`src/rtl/antifurto_multizona.sv`:
```
// -----------------------------------------------------------------------------
// antifurto_multizona
//
// Multi-zone vehicle anti-theft controller. While armed, opening any door
// starts an entry delay: the driver-door delay if the driver door is open,
// otherwise the passenger-door delay. If the ignition is not switched on
// before the delay runs out, the siren sounds for a programmable time. The
// siren keeps retriggering while any door is still open. Switching the
// ignition on disarms. Arming again requires the ignition off, the driver
// door opened and closed, and then an exit delay with all doors closed.
//
// Ports
//   clock          : system clock, rising-edge
//   reset          : synchronous, active-high
//   one_hz_enable  : single-cycle tick once per second
//   ignition       : ignition on
//   doors          : per-door open flags (bit 0 = driver door)
//   reprogram      : write strobe for a time parameter
//   time_param_sel : 00 T_ARM, 01 T_DRIVER, 10 T_PASS, 11 T_ALARM
//   time_value     : value written on reprogram
//   status         : 00 ARMED, 01 TRIGGERED, 10 ALARM, 11 disarmed sub-state
//   interval       : code of the parameter last loaded into the countdown
//   siren_en       : high only in ALARM
//   timer_value    : current countdown value
//   trig_zone      : index of the door that caused the last trigger
// -----------------------------------------------------------------------------
module antifurto_multizona #(
   parameter int unsigned NUM_DOORS    = 2,
   parameter int unsigned TIMER_W      = 4,
   parameter int unsigned T_ARM_DEF    = 6,
   parameter int unsigned T_DRIVER_DEF = 8,
   parameter int unsigned T_PASS_DEF   = 15,
   parameter int unsigned T_ALARM_DEF  = 10
) (
   input  logic                 clock,
   input  logic                 reset,
   input  logic                 one_hz_enable,
   input  logic                 ignition,
   input  logic [NUM_DOORS-1:0] doors,
   input  logic                 reprogram,
   input  logic [1:0]           time_param_sel,
   input  logic [TIMER_W-1:0]   time_value,
   output logic [1:0]           status,
   output logic [1:0]           interval,
   output logic                 siren_en,
   output logic [TIMER_W-1:0]   timer_value,
   output logic [2:0]           trig_zone
);

   typedef enum logic [2:0] {
      S_ARMED,
      S_TRIGGERED,
      S_ALARM,
      S_D_IGN,
      S_D_WAIT_OPEN,
      S_D_WAIT_CLOSE,
      S_ARMING
   } state_t;

   // Parameter-table indices, also the values reported on interval.
   localparam logic [1:0] SEL_ARM    = 2'b00;
   localparam logic [1:0] SEL_DRIVER = 2'b01;
   localparam logic [1:0] SEL_PASS   = 2'b10;
   localparam logic [1:0] SEL_ALARM  = 2'b11;

   state_t             r_state;
   logic [TIMER_W-1:0] r_count;
   logic [1:0]         r_interval;
   logic [2:0]         r_trig_zone;
   logic [TIMER_W-1:0] r_param [4];

   state_t             w_next_state;
   logic               w_load;
   logic [1:0]         w_load_sel;
   logic               w_timed;
   logic               w_expired;
   logic               w_any_open;
   logic               w_latch_zone;
   logic [2:0]         w_first_door;

   assign w_any_open = |doors;
   assign w_timed    = (r_state == S_TRIGGERED) || (r_state == S_ALARM) ||
                       (r_state == S_ARMING);
   assign w_expired  = w_timed && (r_count == '0);

   // Lowest-index open door; scanning downward lets the lowest index win.
   always_comb begin
      w_first_door = '0;
      for (int unsigned i = NUM_DOORS; i > 0; i--) begin
         if (doors[i-1]) begin
            w_first_door = 3'(i - 1);
         end
      end
   end

   // Next-state logic and countdown load request.
   always_comb begin
      w_next_state = r_state;
      w_load       = 1'b0;
      w_load_sel   = SEL_ARM;
      w_latch_zone = 1'b0;

      case (r_state)
         S_ARMED: begin
            if (ignition) begin
               w_next_state = S_D_IGN;
            end else if (w_any_open) begin
               w_next_state = S_TRIGGERED;
               w_load       = 1'b1;
               w_load_sel   = doors[0] ? SEL_DRIVER : SEL_PASS;
               w_latch_zone = 1'b1;
            end
         end

         S_TRIGGERED: begin
            if (ignition) begin
               w_next_state = S_D_IGN;
            end else if (w_expired) begin
               w_next_state = S_ALARM;
               w_load       = 1'b1;
               w_load_sel   = SEL_ALARM;
            end
         end

         S_ALARM: begin
            if (ignition) begin
               w_next_state = S_D_IGN;
            end else if (w_expired) begin
               if (w_any_open) begin
                  // Staying in ALARM still counts as a fresh entry: reload.
                  w_next_state = S_ALARM;
                  w_load       = 1'b1;
                  w_load_sel   = SEL_ALARM;
               end else begin
                  w_next_state = S_ARMED;
               end
            end
         end

         S_D_IGN: begin
            if (!ignition) begin
               w_next_state = S_D_WAIT_OPEN;
            end
         end

         S_D_WAIT_OPEN: begin
            if (ignition) begin
               w_next_state = S_D_IGN;
            end else if (doors[0]) begin
               w_next_state = S_D_WAIT_CLOSE;
            end
         end

         S_D_WAIT_CLOSE: begin
            if (ignition) begin
               w_next_state = S_D_IGN;
            end else if (!w_any_open) begin
               w_next_state = S_ARMING;
               w_load       = 1'b1;
               w_load_sel   = SEL_ARM;
            end
         end

         S_ARMING: begin
            if (ignition) begin
               w_next_state = S_D_IGN;
            end else if (w_any_open) begin
               w_next_state = S_D_WAIT_CLOSE;
            end else if (w_expired) begin
               w_next_state = S_ARMED;
            end
         end

         default: begin
            w_next_state = S_ARMED;
         end
      endcase
   end

   // State, countdown and parameter registers. Reprogram overrides the
   // normal transition and parks the controller in ARMED with the
   // countdown cleared; the new value is only seen at the next load.
   always_ff @(posedge clock) begin
      if (reset) begin
         r_state     <= S_ARMED;
         r_count     <= '0;
         r_interval  <= SEL_ARM;
         r_trig_zone <= '0;
         r_param[0]  <= TIMER_W'(T_ARM_DEF);
         r_param[1]  <= TIMER_W'(T_DRIVER_DEF);
         r_param[2]  <= TIMER_W'(T_PASS_DEF);
         r_param[3]  <= TIMER_W'(T_ALARM_DEF);
      end else if (reprogram) begin
         r_param[time_param_sel] <= time_value;
         r_state                 <= S_ARMED;
         r_count                 <= '0;
      end else begin
         r_state <= w_next_state;
         if (w_load) begin
            r_count    <= r_param[w_load_sel];
            r_interval <= w_load_sel;
         end else if (w_timed && one_hz_enable && (r_count != '0)) begin
            r_count <= r_count - TIMER_W'(1);
         end
         if (w_latch_zone) begin
            r_trig_zone <= w_first_door;
         end
      end
   end

   // Outputs decoded from registered state only.
   always_comb begin
      case (r_state)
         S_ARMED:     status = 2'b00;
         S_TRIGGERED: status = 2'b01;
         S_ALARM:     status = 2'b10;
         default:     status = 2'b11;
      endcase
   end

   assign siren_en    = (r_state == S_ALARM);
   assign interval    = r_interval;
   assign timer_value = r_count;
   assign trig_zone   = r_trig_zone;

endmodule

```
`config.mk`:
```
export PLATFORM = sky130hd
export DESIGN_NAME = antifurto_multizona
export DESIGN_NICKNAME = d
export VERILOG_FILES = /design/src/rtl/antifurto_multizona.sv
export SDC_FILE = /design/constraint.sdc
export NUM_CORES = 1
export LEC_CHECK = 0
export BUFFER_PORTS_ARGS = -buffer_cell sky130_fd_sc_hd__buf_2
export CAP_MARGIN = 5
export CORE_MARGIN = 5
export CORE_UTILIZATION = 40
export CTS_BUF_LIST = sky130_fd_sc_hd__clkbuf_8
export CTS_CLUSTER_DIAMETER = 40
export CTS_CLUSTER_SIZE = 12
export DETAILED_ROUTE_END_ITERATION = 6
export GPL_ROUTABILITY_DRIVEN = 0
export SLEW_MARGIN = 20
export SYNTH_ARGS = -nofsm -noshare
export SYNTH_HDL_FRONTEND = slang
export SYNTH_SLANG_ARGS = --single-unit
```
`constraint.sdc`:
```
create_clock -name clock -period 2 [get_ports clock]
set_input_delay 0.3 -clock clock [delete_from_list [all_inputs] [get_ports clock]]
set_output_delay 0.3 -clock clock [all_outputs]
set_load 0.005 [all_outputs]
```
# Word level (Yosys, flattened, before mapping)
# Memories as Yosys holds them, arrays and structs flattened.
# Index checks and enable logic that the tools add are counted.
# op_classes
bitwise,1
n_eq_ne,13
order_cmp,0
mux,48
n_div,0
n_shift,0
n_addsub,1
multipliers,0
reduce_logical,15
# op_table
op,n
$mux 3,15
$pmux 3 s7,1
$mux 2,10
$mux 1,16
$mux 4,3
$ne 3x3->1 const B,4
$pmux 2 s3,2
$eq 3x3->1 const B,3
$reduce_and 7->1,1
$eq 3x2->1 const B,2
$logic_not 4->1,1
$ne 4x4->1 const B,1
$pmux 1 s4,1
$reduce_and 2->1,2
$reduce_bool 4->1,1
$reduce_or 2->1,2
$reduce_or 4->1,1
$sub 4x1->4 const B,1
$eq 3x1->1 const B,1
$logic_and 1x1->1,3
$logic_not 3->1,1
$ne 3x2->1 const B,1
$logic_or 1x1->1,2
$ne 2x2->1 const B,1
2 further kinds,2
# word_totals
elab_cells,83
romBits,0
latch_bits,0
output_inout_bits,12
in_bits,13
ramBits,16
memories,1
reg_bits,12
# memory_table
name,words,width,rd,rd_ports_with_merged_regs,write_ports,line_no,text
r_param,4,4,1,0,4,70,logic [TIMER_W-1:0] r_param [4];

# Logic depth before layout (Yosys ltp)
# An unclocked memory read counts as a cell.
# logic_depth
ltp_word,9
ltp_mapped,8
depth_no_buf,7

# Worst setup path after synthesis
# OpenSTA, ideal clock, no wires.
# synth_timing
path_kind,reg2reg
startpoint,reg r_count[0] (netlist: timer_value[0])
endpoint,reg r_interval[0] (netlist: interval[0])
required_ns,1.913
arrival_ns,1.928
path_buffers,1
stages_incl_launch_ff,9
period_less_slack_ns,2.015
slack_ns,-0.015
setup_time_ns,0.087
path_cell_list,dfxtp_1 -> inv_1 -> ha_1 -> or3b_4 -> or3_1 -> buf_6 -> o32ai_4 -> nand2b_4 -> a221oi_2
# synth_between
elab_chain_cells,6
word_cells_on_any_way,13
classes_between,mux (10); reduce/logical (3)
# synth_rtl
element,line_no,text
"start, declared",67,logic [TIMER_W-1:0] r_count;
"start signal, assigned",200,r_count <= r_param[w_load_sel];
"start signal, assigned",203,r_count <= r_count - TIMER_W'(1);
$logic_not 4->1 *,84,assign w_expired = w_timed && (r_count == '0);
$logic_and 1x1->1 *,84,
$mux 1 (on tied branches),"128, 118",
$mux 1 (on tied branches),"126, 116",
$pmux 1 s4,103,case (r_state)
$reduce_and 2->1 (no line),n/a,
"end signal, assigned",201,r_interval <= w_load_sel;
"end, declared",68,logic [1:0] r_interval;
# Mark *: on every way between the ends. The rest lies on a longest branch, timed or not.
# A chain may end at the register's enable or synchronous reset.

# Worst setup path after layout
# layout_timing
startpoint,reg r_count[1] (netlist: timer_value[1])
endpoint,reg r_count[1] (netlist: timer_value[1])
# layout_between
elab_chain_cells,7
word_cells_on_any_way,19
classes_between,add/sub (1); mux (12); reduce/logical (5); memory (1)
# layout_rtl
element,line_no,text
$logic_not 4->1,84,
$logic_and 1x1->1,84,
$mux 2 (on tied branches),"128, 118",
$mux 2 (on tied branches),"126, 116",
$pmux 2 s3,103,
$mem_v2 4x4,n/a,
$mux 4,199,if (w_load) begin
# Parallel ways exist; a longest one is shown, timed or not. The select of a mux whose other input is x is not followed.

==> impl_metrics.toml <==
[pwr]
swShare = 0.2753
p_comb_frac = 0.263
peakVddDrop_uv = 291.8
internal_power_mw = 0.9589
net-switching-power_mw = 0.3642
p_seq_frac = 0.478
clkPwrFrac = 0.259
p_leak_nw = 0.8035
p_per_area_nw_per_um2 = 665.1

[global_route]
first_global_vias = 1290
grt_pass1_wl_um = 5906
grt_use_total = 0.1417
antenna_found_initial = 0
grt_max_degree = 15
overflow = 0

[sta]
period_minus_slack_ns = 2.018
clock_skew_ns = 0.006152
relSlewSlack = 0.6606
period_share = 1.009
fin_ws_ns = -0.01790
final_max_slew_viol_count = 0
finalHoldViolations = 0
rsz0062_at_grt = "true"
worstMarginPinSlew_ns = 0.5080
tns_ns = -0.02132
fmax_mhz = 495.6
finalSetupViolCount = 3

[critical_path]
critPathRequiredTime_ns = 2.20
critPathLaunch = "timer_value[1]"
path_cells = "inv_2 -> ha_4 -> or3b_4 -> or3_4 -> buf_6 -> nor3b_4 -> o22ai_2 -> a21oi_1"
path_class = "reg2reg"
reg2regPathDepth = 8
ff2ff_setup_slack_ns = -0.02
cp_slowest_cell = "or3_4"
worstSetupPathDepth = 8
cp_top_family = "simple AND/OR/NAND/NOR gates"
cp_max_fo = 4
r2r-start = "timer_value[1]"
start_kind = "flop"
cp_num_buf_inv = 2
critical-path-max-stage-delay_ns = 0.44
endpoint_kind = "flop"
r2r_end = "timer_value[1]"
cp.arrival_ns = 2.22

[hold_path]
worstHoldPathCells = 2
worstHoldStart = "doors[0]"
hp-class = "in2reg"
hold_end = "trig_zone[0]"

[logic_synthesis]
yosysTopAreaCellShare = 0.3040
synth-main-ff-cell = "edfxtp_1"
ys_ff_latch = 26
yosysWarnings = 0
ys_top_cells_by_area = "edfxtp_1 30%, dfxtp_1 13%, nand2b_1 4.0%"
async_flop_share = 0
yosys.area.top_type = "edfxtp_1"
synthCells = 156
synth-edff-count = 16
ys_seq_area_frac = 0.4307
syn_avg_cell_area_um2 = 10.13
synth.distinct_cells = 53
syn-cell-area_um2 = 1580

[finish]
mostFrequentLayoutCell = "buf_2"
fillers = 360
fin_nets = 208
multi_input_area_um2 = 899.6
final_util = 0.5314
n_antenna_cell = 0
layout_common_cells = "22 x buf_2, 17 x buf_4, 16 x edfxtp_1"
drive_above_1_share = 0.4219
area_delta_synth_final_pct = 25.89
instances_no_fill = 240
seq_area_um2 = 684.4

[detailed_routing]
drtPass1Iterations = 4
wl_per_cell_um = 14.74
drc = 0
routed_wl_um = 3537
vias_per_cell = 5.400
antenna_left = 0
num_vias = 1296
drtIter0Drc = 109

[floorplanning]
io_pins = 25
die-area_um2 = 5308
die_x_um = 72.86
core_region_area_um2 = 3744
num_rows = 22
initial_core_util = 0.4221
die_h_um = 72.86

[clock_network]
postCtsHoldBufs = 0
h-tree-depth = 1
clk_pin_slew_ns = 0.09
cts.sinks = 26
cts_tree = "yes"
cts_max_path_buffers = 2
cts_root_buf = "clkbuf_8"
numCtsBuffers = 3
clk_latency_ns = 0.27

[placement]
dp_hpwl_um = 2627
numPortBuffers = 22
place_inst = 232

[status]
status = "finished, violations left"
violations = "setup timing"

[run]
cap_violations = 0
## metal layers
layer | wire length (um) | up-vias | GRT usage
li1 | - | 640 | -
met1 | 1533 | 624 | 0.1711
met2 | 1792 | 27 | 0.2485
met3 | 153 | 5 | 0.02479
met4 | 58 | 0 | 0.05533
met5 | 0 | - | 0
## worst reg2reg max path, cell delays in order (launching register included)
cell     delay [ns]
dfxtp_2        0.33
inv_2          0.07
ha_4           0.13
or3b_4         0.37
or3_4          0.44
buf_6          0.15
nor3b_4        0.18
o22ai_2        0.10
a21oi_1        0.17
## repair_timing
action | in CTS | in global routing
buffers inserted | 0 | 4
gates resized for setup | 4 | 18
endpoints found under the hold margin | 0 | 0
pin swaps | 0 | 10
setup endpoints to repair | 6 | 6
## cell families after synthesis
kind of cell	synth area share
AO/OA/AOI/OAI	0.1813
multiplexers	0.04196
adder cells (fa/ha/maj)	0.01583
flip-flops	0.4307
buffers and inverters	0.05859
AND/OR/NAND/NOR	0.2526
other	0.002373
XOR/XNOR	0.01663
## sequential cells by signal, summed over array words and instances, names as in the netlist
register,count
r_param,16
timer_value,4
r_state,3
interval,2
trig_zone,1
## cell type report
type / instances / area share
multi-input cells: 113 / 0.4522
flip-flops and latches: 26 / 0.3440
repair buffers: 41 / 0.1308
well taps: 48 / 0.03019
clock buffers: 4 / 0.02767
inverters: 8 / 0.01509
## how the worst max path moves through the flow
| stage | end |
|---|---|
| final | timer_value[1] |
| after detailed placement | timer_value[2] |
| after floorplan | interval[0] |
| after CTS | timer_value[2] |
| after global routing | timer_value[1] |
| after global placement | timer_value[2] |
## cells in the mapped netlist (4+ instances only)
cell type	count
a21oi_1	5
and2_1	7
clkbuf_1	4
dfxtp_1	10
edfxtp_1	16
inv_1	7
mux2_2	5
nand2_1	6
nand2b_1	10
nor2_1	9
nor3_1	5
nor3b_1	5
o22ai_1	4
or2_2	4
## stage by stage
step	cell area, um2	hold slack, ns	power, mW	setup WS, ns
floorplan	1584	0.3966	0.8412	0.01444
global placement	1804	0.4513	0.9300	0.01524
detailed placement	1804	0.4551	0.9359	-0.02836
CTS	1874	0.3012	1.278	0.005776
global route	1989	0.3162	1.387	-0.09888
finish	1989	0.2972	1.323	-0.01790
## power groups by stage
stage | clock network (mW) | registers, mW | logic [mW]
2_1_floorplan | 0 | 0.634 | 0.208
4_1_cts | 0.346 | 0.630 | 0.303
5_1_grt | 0.368 | 0.637 | 0.382
3_5_place_dp | 0 | 0.642 | 0.294
6_report | 0.342 | 0.633 | 0.348
3_3_place_gp | 0 | 0.641 | 0.289
Power figures use the tool's default switching activity.
